**src/rtl/amo_pkg.sv**
```systemverilog
// Shared AMO definitions: FSM state encoding, one-hot ALU opcodes, request payload
// and the opcode legality check used by decode, the ALU and the sequencer.
package amo_pkg;

  localparam int unsigned XLEN = 32;
  localparam int unsigned OPW  = 16;
  localparam int unsigned ALUW = 64;
  localparam int unsigned RDW  = 5;

  typedef enum logic [2:0] {
    IDLE,
    RD_REQ,
    RD_WAIT,
    EXEC,
    WR_REQ,
    RESP
  } amo_state_t;

  localparam logic [OPW-1:0] OP_ADD  = 16'd1;
  localparam logic [OPW-1:0] OP_XOR  = 16'd4;
  localparam logic [OPW-1:0] OP_OR   = 16'd8;
  localparam logic [OPW-1:0] OP_AND  = 16'd16;
  localparam logic [OPW-1:0] OP_SWAP = 16'd8192;
  localparam logic [OPW-1:0] OP_MAX  = 16'd16384;
  localparam logic [OPW-1:0] OP_MIN  = 16'd32768;

  typedef struct packed {
    logic [OPW-1:0]  op;
    logic [XLEN-1:0] addr;
    logic [XLEN-1:0] rs2;
    logic [RDW-1:0]  rd;
  } amo_req_t;

  // Zero and multi-hot encodings fall through to illegal.
  function automatic logic is_legal_amo(input logic [OPW-1:0] op);
    case (op)
      OP_ADD, OP_XOR, OP_OR, OP_AND, OP_SWAP, OP_MAX, OP_MIN: return 1'b1;
      default:                                                return 1'b0;
    endcase
  endfunction

endpackage

```
**src/rtl/amo_sequencer_if.sv**
```systemverilog
// Bundle of request, memory-port, ALU and response signals around the AMO sequencer.
// master = the sequencer, slave = its surroundings (issue, memory, ALU, writeback).
interface amo_sequencer_if;
  import amo_pkg::*;

  logic                req_valid;
  logic                req_ready;
  logic [OPW-1:0]      req_op;
  logic [XLEN-1:0]     req_addr;
  logic [XLEN-1:0]     req_rs2;
  logic [RDW-1:0]      req_rd;

  logic                mem_req_valid;
  logic                mem_req_ready;
  logic                mem_we;
  logic [XLEN-1:0]     mem_addr;
  logic [XLEN-1:0]     mem_wdata;
  logic                mem_rvalid;
  logic [XLEN-1:0]     mem_rdata;

  logic [XLEN-1:0]     alu_v1;
  logic [XLEN-1:0]     alu_v2;
  logic [OPW-1:0]      alu_instructions;
  logic [ALUW-1:0]     alu_result;

  logic                rsp_valid;
  logic [RDW-1:0]      rsp_rd;
  logic [XLEN-1:0]     rsp_data;
  logic                rsp_err;

  modport master (
    input  req_valid, req_op, req_addr, req_rs2, req_rd,
    output req_ready,
    output mem_req_valid, mem_we, mem_addr, mem_wdata,
    input  mem_req_ready, mem_rvalid, mem_rdata,
    output alu_v1, alu_v2, alu_instructions,
    input  alu_result,
    output rsp_valid, rsp_rd, rsp_data, rsp_err
  );

  modport slave (
    output req_valid, req_op, req_addr, req_rs2, req_rd,
    input  req_ready,
    input  mem_req_valid, mem_we, mem_addr, mem_wdata,
    output mem_req_ready, mem_rvalid, mem_rdata,
    input  alu_v1, alu_v2, alu_instructions,
    output alu_result,
    input  rsp_valid, rsp_rd, rsp_data, rsp_err
  );

endinterface

```
**src/rtl/amo_timeout_ctr.sv**
```systemverilog
// Saturating memory-wait watchdog; only exists when AMO_TIMEOUT_EN is defined.
// expired_c rises on the LIMIT-th counted cycle since the last clear.
`ifdef AMO_TIMEOUT_EN
module amo_timeout_ctr #(
  parameter int unsigned LIMIT = 255
) (
  input  logic clk,
  input  logic rst_n,
  input  logic clr,
  input  logic en,
  output logic expired_c
);

  localparam int unsigned CW = $clog2(LIMIT + 1);

  logic [CW-1:0] cnt;

  assign expired_c = (cnt == CW'(LIMIT - 1));

  always_ff @(posedge clk or negedge rst_n) begin
    if (!rst_n) begin
      cnt <= '0;
    end else if (clr) begin
      cnt <= '0;
    end else if (en && !expired_c) begin
      cnt <= cnt + CW'(1);
    end
  end

endmodule
`endif

```
**src/rtl/amo_sequencer.sv**
```systemverilog
// RV32A AMO read-modify-write sequencer: read word, run (old, rs2) through the ALU,
// write the result back and return old for rd. Memory-wait watchdog under AMO_TIMEOUT_EN.
module amo_sequencer
  import amo_pkg::*;
#(
  parameter int unsigned TIMEOUT_CYCLES = 255
) (
  input  logic            clk,
  input  logic            rst_n,
  amo_sequencer_if.master io
);

  amo_state_t      state;
  amo_req_t        req_q;
  logic [XLEN-1:0] old_q;
  logic            tmo_expired;
  logic            unused_alu_hi;

  // Only the low word of the ALU result is architecturally meaningful.
  assign unused_alu_hi = ^io.alu_result[ALUW-1:XLEN];

`ifdef AMO_TIMEOUT_EN
  logic tmo_clr;
  logic tmo_en;

  // Restart the count on entry to RD_REQ (from IDLE) and to RD_WAIT (read accepted).
  assign tmo_clr = (state == IDLE) || ((state == RD_REQ) && io.mem_req_ready);
  assign tmo_en  = (state == RD_REQ) || (state == RD_WAIT);

  amo_timeout_ctr #(
    .LIMIT (TIMEOUT_CYCLES)
  ) u_timeout (
    .clk       (clk),
    .rst_n     (rst_n),
    .clr       (tmo_clr),
    .en        (tmo_en),
    .expired_c (tmo_expired)
  );
`else
  logic unused_timeout;
  assign unused_timeout = (TIMEOUT_CYCLES == 0);
  assign tmo_expired    = 1'b0;
`endif

  always_ff @(posedge clk or negedge rst_n) begin
    if (!rst_n) begin
      state               <= IDLE;
      req_q               <= '0;
      old_q               <= '0;
      io.req_ready        <= 1'b1;
      io.mem_req_valid    <= 1'b0;
      io.mem_we           <= 1'b0;
      io.mem_addr         <= '0;
      io.mem_wdata        <= '0;
      io.alu_v1           <= '0;
      io.alu_v2           <= '0;
      io.alu_instructions <= '0;
      io.rsp_valid        <= 1'b0;
      io.rsp_rd           <= '0;
      io.rsp_data         <= '0;
      io.rsp_err          <= 1'b0;
    end else begin
      unique case (state)
        IDLE: begin
          if (io.req_valid) begin
            req_q        <= '{op: io.req_op, addr: io.req_addr, rs2: io.req_rs2, rd: io.req_rd};
            io.req_ready <= 1'b0;
            if (is_legal_amo(io.req_op)) begin
              state            <= RD_REQ;
              io.mem_req_valid <= 1'b1;
              io.mem_we        <= 1'b0;
              io.mem_addr      <= io.req_addr;
            end else begin
              state        <= RESP;
              io.rsp_valid <= 1'b1;
              io.rsp_rd    <= io.req_rd;
              io.rsp_data  <= '0;
              io.rsp_err   <= 1'b1;
            end
          end
        end
        RD_REQ: begin
          if (io.mem_req_ready) begin
            state            <= RD_WAIT;
            io.mem_req_valid <= 1'b0;
            io.mem_addr      <= '0;
          end else if (tmo_expired) begin
            state            <= RESP;
            io.mem_req_valid <= 1'b0;
            io.mem_addr      <= '0;
            io.rsp_valid     <= 1'b1;
            io.rsp_rd        <= req_q.rd;
            io.rsp_data      <= '0;
            io.rsp_err       <= 1'b1;
          end
        end
        RD_WAIT: begin
          if (io.mem_rvalid) begin
            state               <= EXEC;
            old_q               <= io.mem_rdata;
            io.alu_v1           <= io.mem_rdata;
            io.alu_v2           <= req_q.rs2;
            io.alu_instructions <= req_q.op;
          end else if (tmo_expired) begin
            state        <= RESP;
            io.rsp_valid <= 1'b1;
            io.rsp_rd    <= req_q.rd;
            io.rsp_data  <= '0;
            io.rsp_err   <= 1'b1;
          end
        end
        EXEC: begin
          // ALU operands are live for this single cycle; capture the truncated result.
          state               <= WR_REQ;
          io.alu_v1           <= '0;
          io.alu_v2           <= '0;
          io.alu_instructions <= '0;
          io.mem_req_valid    <= 1'b1;
          io.mem_we           <= 1'b1;
          io.mem_addr         <= req_q.addr;
          io.mem_wdata        <= io.alu_result[XLEN-1:0];
        end
        WR_REQ: begin
          if (io.mem_req_ready) begin
            state            <= RESP;
            io.mem_req_valid <= 1'b0;
            io.mem_we        <= 1'b0;
            io.mem_addr      <= '0;
            io.mem_wdata     <= '0;
            io.rsp_valid     <= 1'b1;
            io.rsp_rd        <= req_q.rd;
            io.rsp_data      <= old_q;
            io.rsp_err       <= 1'b0;
          end
        end
        RESP: begin
          state        <= IDLE;
          io.rsp_valid <= 1'b0;
          io.req_ready <= 1'b1;
        end
        default: begin
          state        <= IDLE;
          io.req_ready <= 1'b1;
        end
      endcase
    end
  end

endmodule

```
**src/flat_wrapper.sv**
```systemverilog
// flat-port wrapper written by rule: the top's interface ports become plain ports
module amo_sequencer_flat import amo_pkg::*;
#(
  parameter int unsigned TIMEOUT_CYCLES = 255
)
  (clk, rst_n, io_req_valid, io_req_op, io_req_addr, io_req_rs2, io_req_rd, io_req_ready, io_mem_req_valid, io_mem_we, io_mem_addr, io_mem_wdata, io_mem_req_ready, io_mem_rvalid, io_mem_rdata, io_alu_v1, io_alu_v2, io_alu_instructions, io_alu_result, io_rsp_valid, io_rsp_rd, io_rsp_data, io_rsp_err);
  amo_sequencer_if io_i ();
  input  logic clk;
  input  logic rst_n;
  input wire logic [$bits(io_i.req_valid)-1:0] io_req_valid;
  input wire logic [$bits(io_i.req_op)-1:0] io_req_op;
  input wire logic [$bits(io_i.req_addr)-1:0] io_req_addr;
  input wire logic [$bits(io_i.req_rs2)-1:0] io_req_rs2;
  input wire logic [$bits(io_i.req_rd)-1:0] io_req_rd;
  output wire logic [$bits(io_i.req_ready)-1:0] io_req_ready;
  output wire logic [$bits(io_i.mem_req_valid)-1:0] io_mem_req_valid;
  output wire logic [$bits(io_i.mem_we)-1:0] io_mem_we;
  output wire logic [$bits(io_i.mem_addr)-1:0] io_mem_addr;
  output wire logic [$bits(io_i.mem_wdata)-1:0] io_mem_wdata;
  input wire logic [$bits(io_i.mem_req_ready)-1:0] io_mem_req_ready;
  input wire logic [$bits(io_i.mem_rvalid)-1:0] io_mem_rvalid;
  input wire logic [$bits(io_i.mem_rdata)-1:0] io_mem_rdata;
  output wire logic [$bits(io_i.alu_v1)-1:0] io_alu_v1;
  output wire logic [$bits(io_i.alu_v2)-1:0] io_alu_v2;
  output wire logic [$bits(io_i.alu_instructions)-1:0] io_alu_instructions;
  input wire logic [$bits(io_i.alu_result)-1:0] io_alu_result;
  output wire logic [$bits(io_i.rsp_valid)-1:0] io_rsp_valid;
  output wire logic [$bits(io_i.rsp_rd)-1:0] io_rsp_rd;
  output wire logic [$bits(io_i.rsp_data)-1:0] io_rsp_data;
  output wire logic [$bits(io_i.rsp_err)-1:0] io_rsp_err;
  assign io_i.req_valid = io_req_valid;
  assign io_i.req_op = io_req_op;
  assign io_i.req_addr = io_req_addr;
  assign io_i.req_rs2 = io_req_rs2;
  assign io_i.req_rd = io_req_rd;
  assign io_req_ready = io_i.req_ready;
  assign io_mem_req_valid = io_i.mem_req_valid;
  assign io_mem_we = io_i.mem_we;
  assign io_mem_addr = io_i.mem_addr;
  assign io_mem_wdata = io_i.mem_wdata;
  assign io_i.mem_req_ready = io_mem_req_ready;
  assign io_i.mem_rvalid = io_mem_rvalid;
  assign io_i.mem_rdata = io_mem_rdata;
  assign io_alu_v1 = io_i.alu_v1;
  assign io_alu_v2 = io_i.alu_v2;
  assign io_alu_instructions = io_i.alu_instructions;
  assign io_i.alu_result = io_alu_result;
  assign io_rsp_valid = io_i.rsp_valid;
  assign io_rsp_rd = io_i.rsp_rd;
  assign io_rsp_data = io_i.rsp_data;
  assign io_rsp_err = io_i.rsp_err;
  amo_sequencer #(.TIMEOUT_CYCLES(TIMEOUT_CYCLES)) u_core (.clk(clk), .rst_n(rst_n), .io(io_i));
endmodule
```
**config.mk**
```make
export PLATFORM = sky130hd
export DESIGN_NAME = amo_sequencer_flat
export DESIGN_NICKNAME = d
export VERILOG_FILES = /design/src/rtl/amo_pkg.sv /design/src/rtl/amo_sequencer_if.sv /design/src/rtl/amo_timeout_ctr.sv /design/src/rtl/amo_sequencer.sv /design/src/flat_wrapper.sv
export SDC_FILE = /design/constraint.sdc
export NUM_CORES = 1
export LEC_CHECK = 0
export CAP_MARGIN = 20
export CORE_ASPECT_RATIO = 0.6
export CORE_MARGIN = 4
export CORE_UTILIZATION = 46
export DETAILED_ROUTE_END_ITERATION = 8
export PLACE_DENSITY = 0.76
export SETUP_SLACK_MARGIN = 0.2
export SYNTH_ARGS = -nofsm -noshare
export SYNTH_HDL_FRONTEND = slang
export SYNTH_SLANG_ARGS = --single-unit
```
**constraint.sdc**
```tcl
create_clock -name clk -period 2 [get_ports clk]
set_input_delay 0.2 -clock clk [delete_from_list [all_inputs] [get_ports clk]]
set_output_delay 0.2 -clock clk [all_outputs]
set_load 0.01 [all_outputs]
```
==> impl_metrics.json, run 1 <==
{
  "cts_root_buf": "clkbuf_16",
  "ir_drop_mv": 0.894,
  "start_kind": "flip-flop",
  "cp.arrival_ns": 2.24,
  "antenna_found_initial": 2,
  "grt-ovfl-total": 0,
  "clock_latency_ns": 0.55,
  "status": "completed",
  "drv_cap": 0,
  "initial_core_util": 0.473,
  "cpPeakStageDelay_ns": 0.43,
  "synth_fp_nets": 1149,
  "avgSynthCellArea_um2": 12.0,
  "final_cells": 1689,
  "wirelength_um": 33500,
  "layout_setup_ws_ns": 0.190,
  "synthArstFlopShare": 1.00,
  "num_io_pins": 372,
  "cts_buffer_depth": 3,
  "min_path_type": "in2reg",
  "ys_ff_latch": 306,
  "drt_iter0_drc": 661,
  "fin_crit_sh": 0.905,
  "slowest_stage": "dfrtp_1",
  "area_growth_pct": 47.6,
  "setup.worst_path.class": "reg2reg",
  "port_buffers": 339,
  "cts_tree": "built",
  "reg2regPathDepth": 9,
  "htree_levels": 1,
  "max_freq_mhz": 552,
  "reg2reg_to": "u_core.io.rsp_data[31]",
  "maxSlewViolCount": 0,
  "grt_use_total": 0.229,
  "coreArea_mm2": 0.0245,
  "timing.slew.headroom": 0.599,
  "seq_area_frac_synth": 0.660,
  "yosys_warnings": 0,
  "hold_viol": 0,
  "worstMarginPinSlew_ns": 0.602,
  "wire_per_inst_um": 19.8,
  "syn_inst": 963,
  "layout_common_cells": "clkdlybuf4s50_1, dfrtp_1, nand2_1",
  "clock_sinks": 306,
  "routed-via-count": 8842,
  "crit_chain": "nand2b_4 -> a21boi_4 -> buf_6 -> nor3_4 -> buf_6 -> o21ai_4 -> buf_12 -> clkbuf_16 -> a22o_1",
  "crit_path_end_kind": "flip-flop",
  "grt_max_degree": 71,
  "synth.top_cells.by_area": "dfrtp_1, mux2_2, nand2_1",
  "p_sw_frac": 0.320,
  "fin_worst_skew_ns": 0.0251,
  "reg2reg_slack_ns": 0.19,
  "min_from": "io_req_op[14]",
  "cts_made_buffers": 28,
  "rsz0062_at_grt": "yes",
  "worst_path_dominant_cell_family": "buffers and inverters",
  "power.switching_mw": 8.16,
  "grt_pass1_wl_um": 50400,
  "drcViolationCount": 0,
  "p_leak_nw": 7.98,
  "die_area_mm2": 0.0279,
  "yosys.area.top_type": "dfrtp_1",
  "hpwl_um": 22500,
  "syn_area_mm2": 0.0116,
  "crit_required_ns": 2.43,
  "post-place-ws_ns": -0.399,
  "hold_end": "u_core.req_q[83]",
  "p_int_mw": 17.4,
  "r2r-start": "u_core.state[2]",
  "ant_nets": 0,
  "path_buf_inv": 4,
  "synth-main-ff-cell": "dfrtp_1",
  "nFillCells": 1731,
  "power_density_mw_per_mm2": 1490,
  "grt_pass1_vias": 9000,
  "vias_per_cell": 5.24,
  "synth.distinct_cells": 33,
  "finalSetupViolCount": 0,
  "multi_input_area_mm2": 0.00378,
  "synth-edff-count": 0,
  "seqPwrFrac": 0.406,
  "path_clk_slew_ns": 0.07,
  "rows": 44,
  "crit_fanout": 10,
  "die_x_um": 213,
  "placed_cells": 1614,
  "final_nets": 1530,
  "power.share.clock": 0.210,
  "place_congestion": 0.831,
  "worstHoldPathCells": 2,
  "register_area_mm2": 0.00766,
  "drive_gt1_frac": 0.169,
  "final_common_cell": "clkdlybuf4s50_1",
  "combPwrFrac": 0.384,
  "crit_path_frequent_cell": "buf_6",
  "synth_top_cell_area_share": 0.658,
  "period_needed_ns": 1.81,
  "dr.pass1.iters": 5,
  "die_h_um": 131
}
-- cell usage after synthesis (all sizes together), types with 4 or more instances --
library cell,count
inv,5
a21oi,5
nor2,11
o21ai,42
clkbuf,34
nor3,4
nand2,265
dfrtp,305
a22oi,32
mux2,95
nand3,35
a22o,80
buf,28
-- registers in the layout (all words and copies together) (netlist names), 5 cells and up --
name,cells
u_core.req_q,85
u_core.io.alu_v1,32
u_core.io.alu_v2,32
u_core.io.mem_addr,32
u_core.io.mem_wdata,32
u_core.io.rsp_data,32
u_core.old_q,32
u_core.io.alu_instructions,16
u_core.io.rsp_rd,5
-- power groups by stage --
stage / logic [mW] / registers, mW / clock network [mW]
after floorplan: 3.89 / 10.7 / 0
after global placement: 9.01 / 10.3 / 0
after detailed placement: 9.27 / 10.4 / 0
after CTS: 9.33 / 10.3 / 5.46
after global routing: 10.6 / 10.7 / 5.75
final: 9.81 / 10.3 / 5.36
-- through the flow --
stage	total power, mW	TNS [ns]	util	hold WS, ns	area, um2
floorplan	14.6	0	-	-0.0956	11600
global placement	19.3	-17.96	0.642	0.208	15700
detailed placement	19.7	-21.48	0.642	0.216	15700
CTS	25.1	0	0.682	0.175	16700
global route	27.0	0	0.699	0.00873	17100
finish	25.5	0	0.699	0.0171	17100
-- what timing repair did --
action,in CTS,in global routing
cloned,1,7
setup endpoints to repair,139,271
pin swaps,3,8
hold buffers,1,0
buffers inserted,1,12
gates resized for setup,8,31
endpoints found under the hold margin,58,0
-- per-layer routing --
metal  wire length, um  GRT usage
met1             14600      0.319
met4               525     0.0428
met3              3120     0.0854
met5                20          0
met2             15200      0.353
-- layout make-up --
class                           count  share of cell area
Sequential cell                   306               0.448
Tap cell                          322              0.0235
Multi-Input combinational cell    591               0.221
Antenna cell                        1            0.000146
Timing Repair Buffer              412               0.253
Inverter                            5             0.00110
Clock inverter                     16             0.00899
Clock buffer                       36              0.0450
-- logic make-up (layout without fill, tap and decap cells) --
logic type | count (synthesis) | count (layout) | share of synthesized area
and+or+nand+nor | 325 | 326 | 0.112
DFF | 306 | 306 | 0.660
AOI/OAI and AO/OA | 167 | 167 | 0.108
muxes | 95 | 95 | 0.0922
buffers and inverters | 67 | 469 | 0.0257
xor gates and xnor gates | 3 | 3 | 0.00227
other | 0 | 1 | 0
-- worst max path at each step --
| stage | start | endpoint | depth (start not counted) |
|---|---|---|---|
| after CTS | u_core.state[2] | u_core.io.rsp_data[15] | 8 |
| after global placement | io_req_op[13] | u_core.io.rsp_rd[1] | 7 |
| final | u_core.state[2] | u_core.io.rsp_data[31] | 9 |
| after detailed placement | io_req_op[13] | u_core.io.rsp_data[25] | 8 |
| after floorplan | u_core.state[0] | u_core.io.alu_instructions[0] | 7 |
| after global routing | u_core.state[2] | u_core.io.rsp_data[31] | 9 |
Power figures use the tool's default switching activity.
==> run 2, diff against run 1 <==
--- a/config.mk
+++ b/config.mk
@@ -10,7 +10,7 @@
 export CORE_MARGIN = 4
 export CORE_UTILIZATION = 46
 export DETAILED_ROUTE_END_ITERATION = 8
-export PLACE_DENSITY = 0.76
+export PLACE_DENSITY_LB_ADDON = 0.1
 export SETUP_SLACK_MARGIN = 0.2
 export SYNTH_ARGS = -nofsm -noshare
 export SYNTH_HDL_FRONTEND = slang
==> run 2 against run 1 <==
Against the previous run: non-clock buffer count fell by 3; sequential power hardly changed; cell count shrank 0.24%; via count shrank 0.17%; die area stayed put; critical endpoint is now u_core.io.rsp_data[16].
==> impl_metrics.json, run 2 (synthesized netlist as in run 1, its figures left out) <==
{
  "port_buffers": 339,
  "crit_path_end_kind": "flip-flop",
  "r2r-start": "u_core.state[2]",
  "ir_drop_mv": 0.820,
  "endpoint": "u_core.io.rsp_data[16]",
  "power_density_mw_per_mm2": 1490,
  "ant_nets": 0,
  "cp.arrival_ns": 2.22,
  "grt_use_total": 0.227,
  "largest_register_ffs": 85,
  "largest_register": "u_core.req_q",
  "finalSetupViolCount": 0,
  "die_area_mm2": 0.0279,
  "placed_cells": 1617,
  "drv_cap": 0,
  "fin_crit_sh": 0.899,
  "maxSlewViolCount": 0,
  "place_congestion": 0.796,
  "final_util": 0.694,
  "rows": 44,
  "p_total_mw": 25.3,
  "wirelength_um": 33100,
  "whs_ns": 0.132,
  "timing.slew.headroom": 0.724,
  "num_io_pins": 372,
  "crit_required_ns": 2.42,
  "hold_viol": 0,
  "final_common_cell": "clkdlybuf4s50_1",
  "reg2regPathDepth": 9,
  "start_kind": "flip-flop",
  "worstMarginPinSlew_ns": 0.415,
  "p_leak_nw": 7.90,
  "startpoint": "u_core.state[2]",
  "path_clk_slew_ns": 0.06,
  "area_growth_pct": 46.6,
  "layout_common_cells": "clkdlybuf4s50_1, dfrtp_1, nand2_1",
  "routed-via-count": 8827,
  "final_nets": 1527,
  "initial_core_util": 0.473,
  "dr.pass1.iters": 5,
  "coreArea_mm2": 0.0245,
  "setup.worst_path.class": "reg2reg",
  "post-place-ws_ns": -0.435,
  "grt_max_degree": 80,
  "grt_pass1_vias": 8824,
  "fin_worst_skew_ns": 0.0242,
  "clock_latency_ns": 0.55,
  "drive_gt1_frac": 0.162,
  "cts_buffer_depth": 3,
  "htree_levels": 1,
  "cts_root_buf": "clkbuf_16",
  "status": "completed",
  "cts_tree": "built",
  "vias_per_cell": 5.24,
  "drt_iter0_drc": 575,
  "layout_setup_ws_ns": 0.201,
  "die_x_um": 213,
  "period_needed_ns": 1.80,
  "reg2reg_to": "u_core.io.rsp_data[16]",
  "fin_tns_setup_ns": 0,
  "hpwl_um": 22500,
  "grt-ovfl-total": 0,
  "reg2reg_slack_ns": 0.20,
  "max_freq_mhz": 556,
  "antenna_found_initial": 2,
  "crit_fanout": 26,
  "die_h_um": 131,
  "clock_sinks": 306,
  "min_path_type": "in2reg",
  "rsz0062_at_grt": "yes",
  "wire_per_inst_um": 19.6,
  "final_cells": 1685,
  "placed_area_mm2": 0.0158,
  "final_area_mm2": 0.0170,
  "cts_made_buffers": 28,
  "drcViolationCount": 0,
  "grt_pass1_wl_um": 50100
}
==> run 2: cell count changes in the layout (fill, tap and decap cells not counted), moves of 2 or more <==
| cell | delta |
|---|---|
| clkdlybuf4s50_1 | +4 |
| buf_12 | +2 |
| clkinv_2 | -4 |
| clkbuf_16 | -4 |
| clkinvlp_4 | -4 |
| clkbuf_1 | +5 |
| dlymetal6s2s_1 | -4 |
| buf_4 | +2 |
==> run 2: worst min-delay path by stage <==
stage | startpoint | end | slack (ns) | depth (start not counted)
4_1_cts | rst_n | u_core.io.alu_v1[21] | 0.11 | 2
3_3_place_gp | rst_n | u_core.io.alu_v1[14] | 0.09 | 1
2_1_floorplan | rst_n | u_core.io.alu_instructions[0] | -0.1 | 0
5_1_grt | rst_n | u_core.io.alu_v1[14] | 0.13 | 2
3_5_place_dp | rst_n | u_core.io.alu_v1[14] | 0.09 | 1
6_report | io_req_op[13] | u_core.req_q[82] | 0.13 | 3
==> run 2: what timing repair did <==
action                                  CTS  global route
hold buffers                              1             0
gates resized for setup                   2            24
endpoints found under the setup margin  144           236
cloned                                    0             4
pin swaps                                 2             7
buffers inserted                          1            10
hold endpoints to repair                220             0
==> run 2: power by group <==
part	switching, mW	total, mW	internal (mW)
combinational	4.17	9.56	5.39
sequential	1.48	10.3	8.83
clock	2.32	5.46	3.14
total	7.97	25.3	17.4
==> run 2: area by class of cell <==
cell class | instances | area [um2]
sequential | 306 | 7660
fill | 1790 | 7490
timing repair buffer | 409 | 4220
multi-input combinational | 591 | 3770
clock buffer | 41 | 790
tap | 322 | 403
clock inverter | 10 | 145
inverter | 5 | 18.8
antenna | 1 | 2.50
==> run 2: metal layers <==
metal / track usage / wire, um / vias up
met5: 0 / 19 / -
met3: 0.0687 / 2810 / 54
met4: 0.0579 / 900 / 2
li1: - / - / 4085
met2: 0.334 / 14500 / 285
met1: 0.332 / 14900 / 4401
==> run 2: critical path, cell delays in order, from the launching register on <==
cell,delay [ns]
dfrtp_1,0.42
nand2b_4,0.16
a21boi_1,0.14
buf_4,0.15
nor3_4,0.12
buf_6,0.12
o21ai_4,0.05
buf_12,0.14
buf_12,0.15
a22o_1,0.22
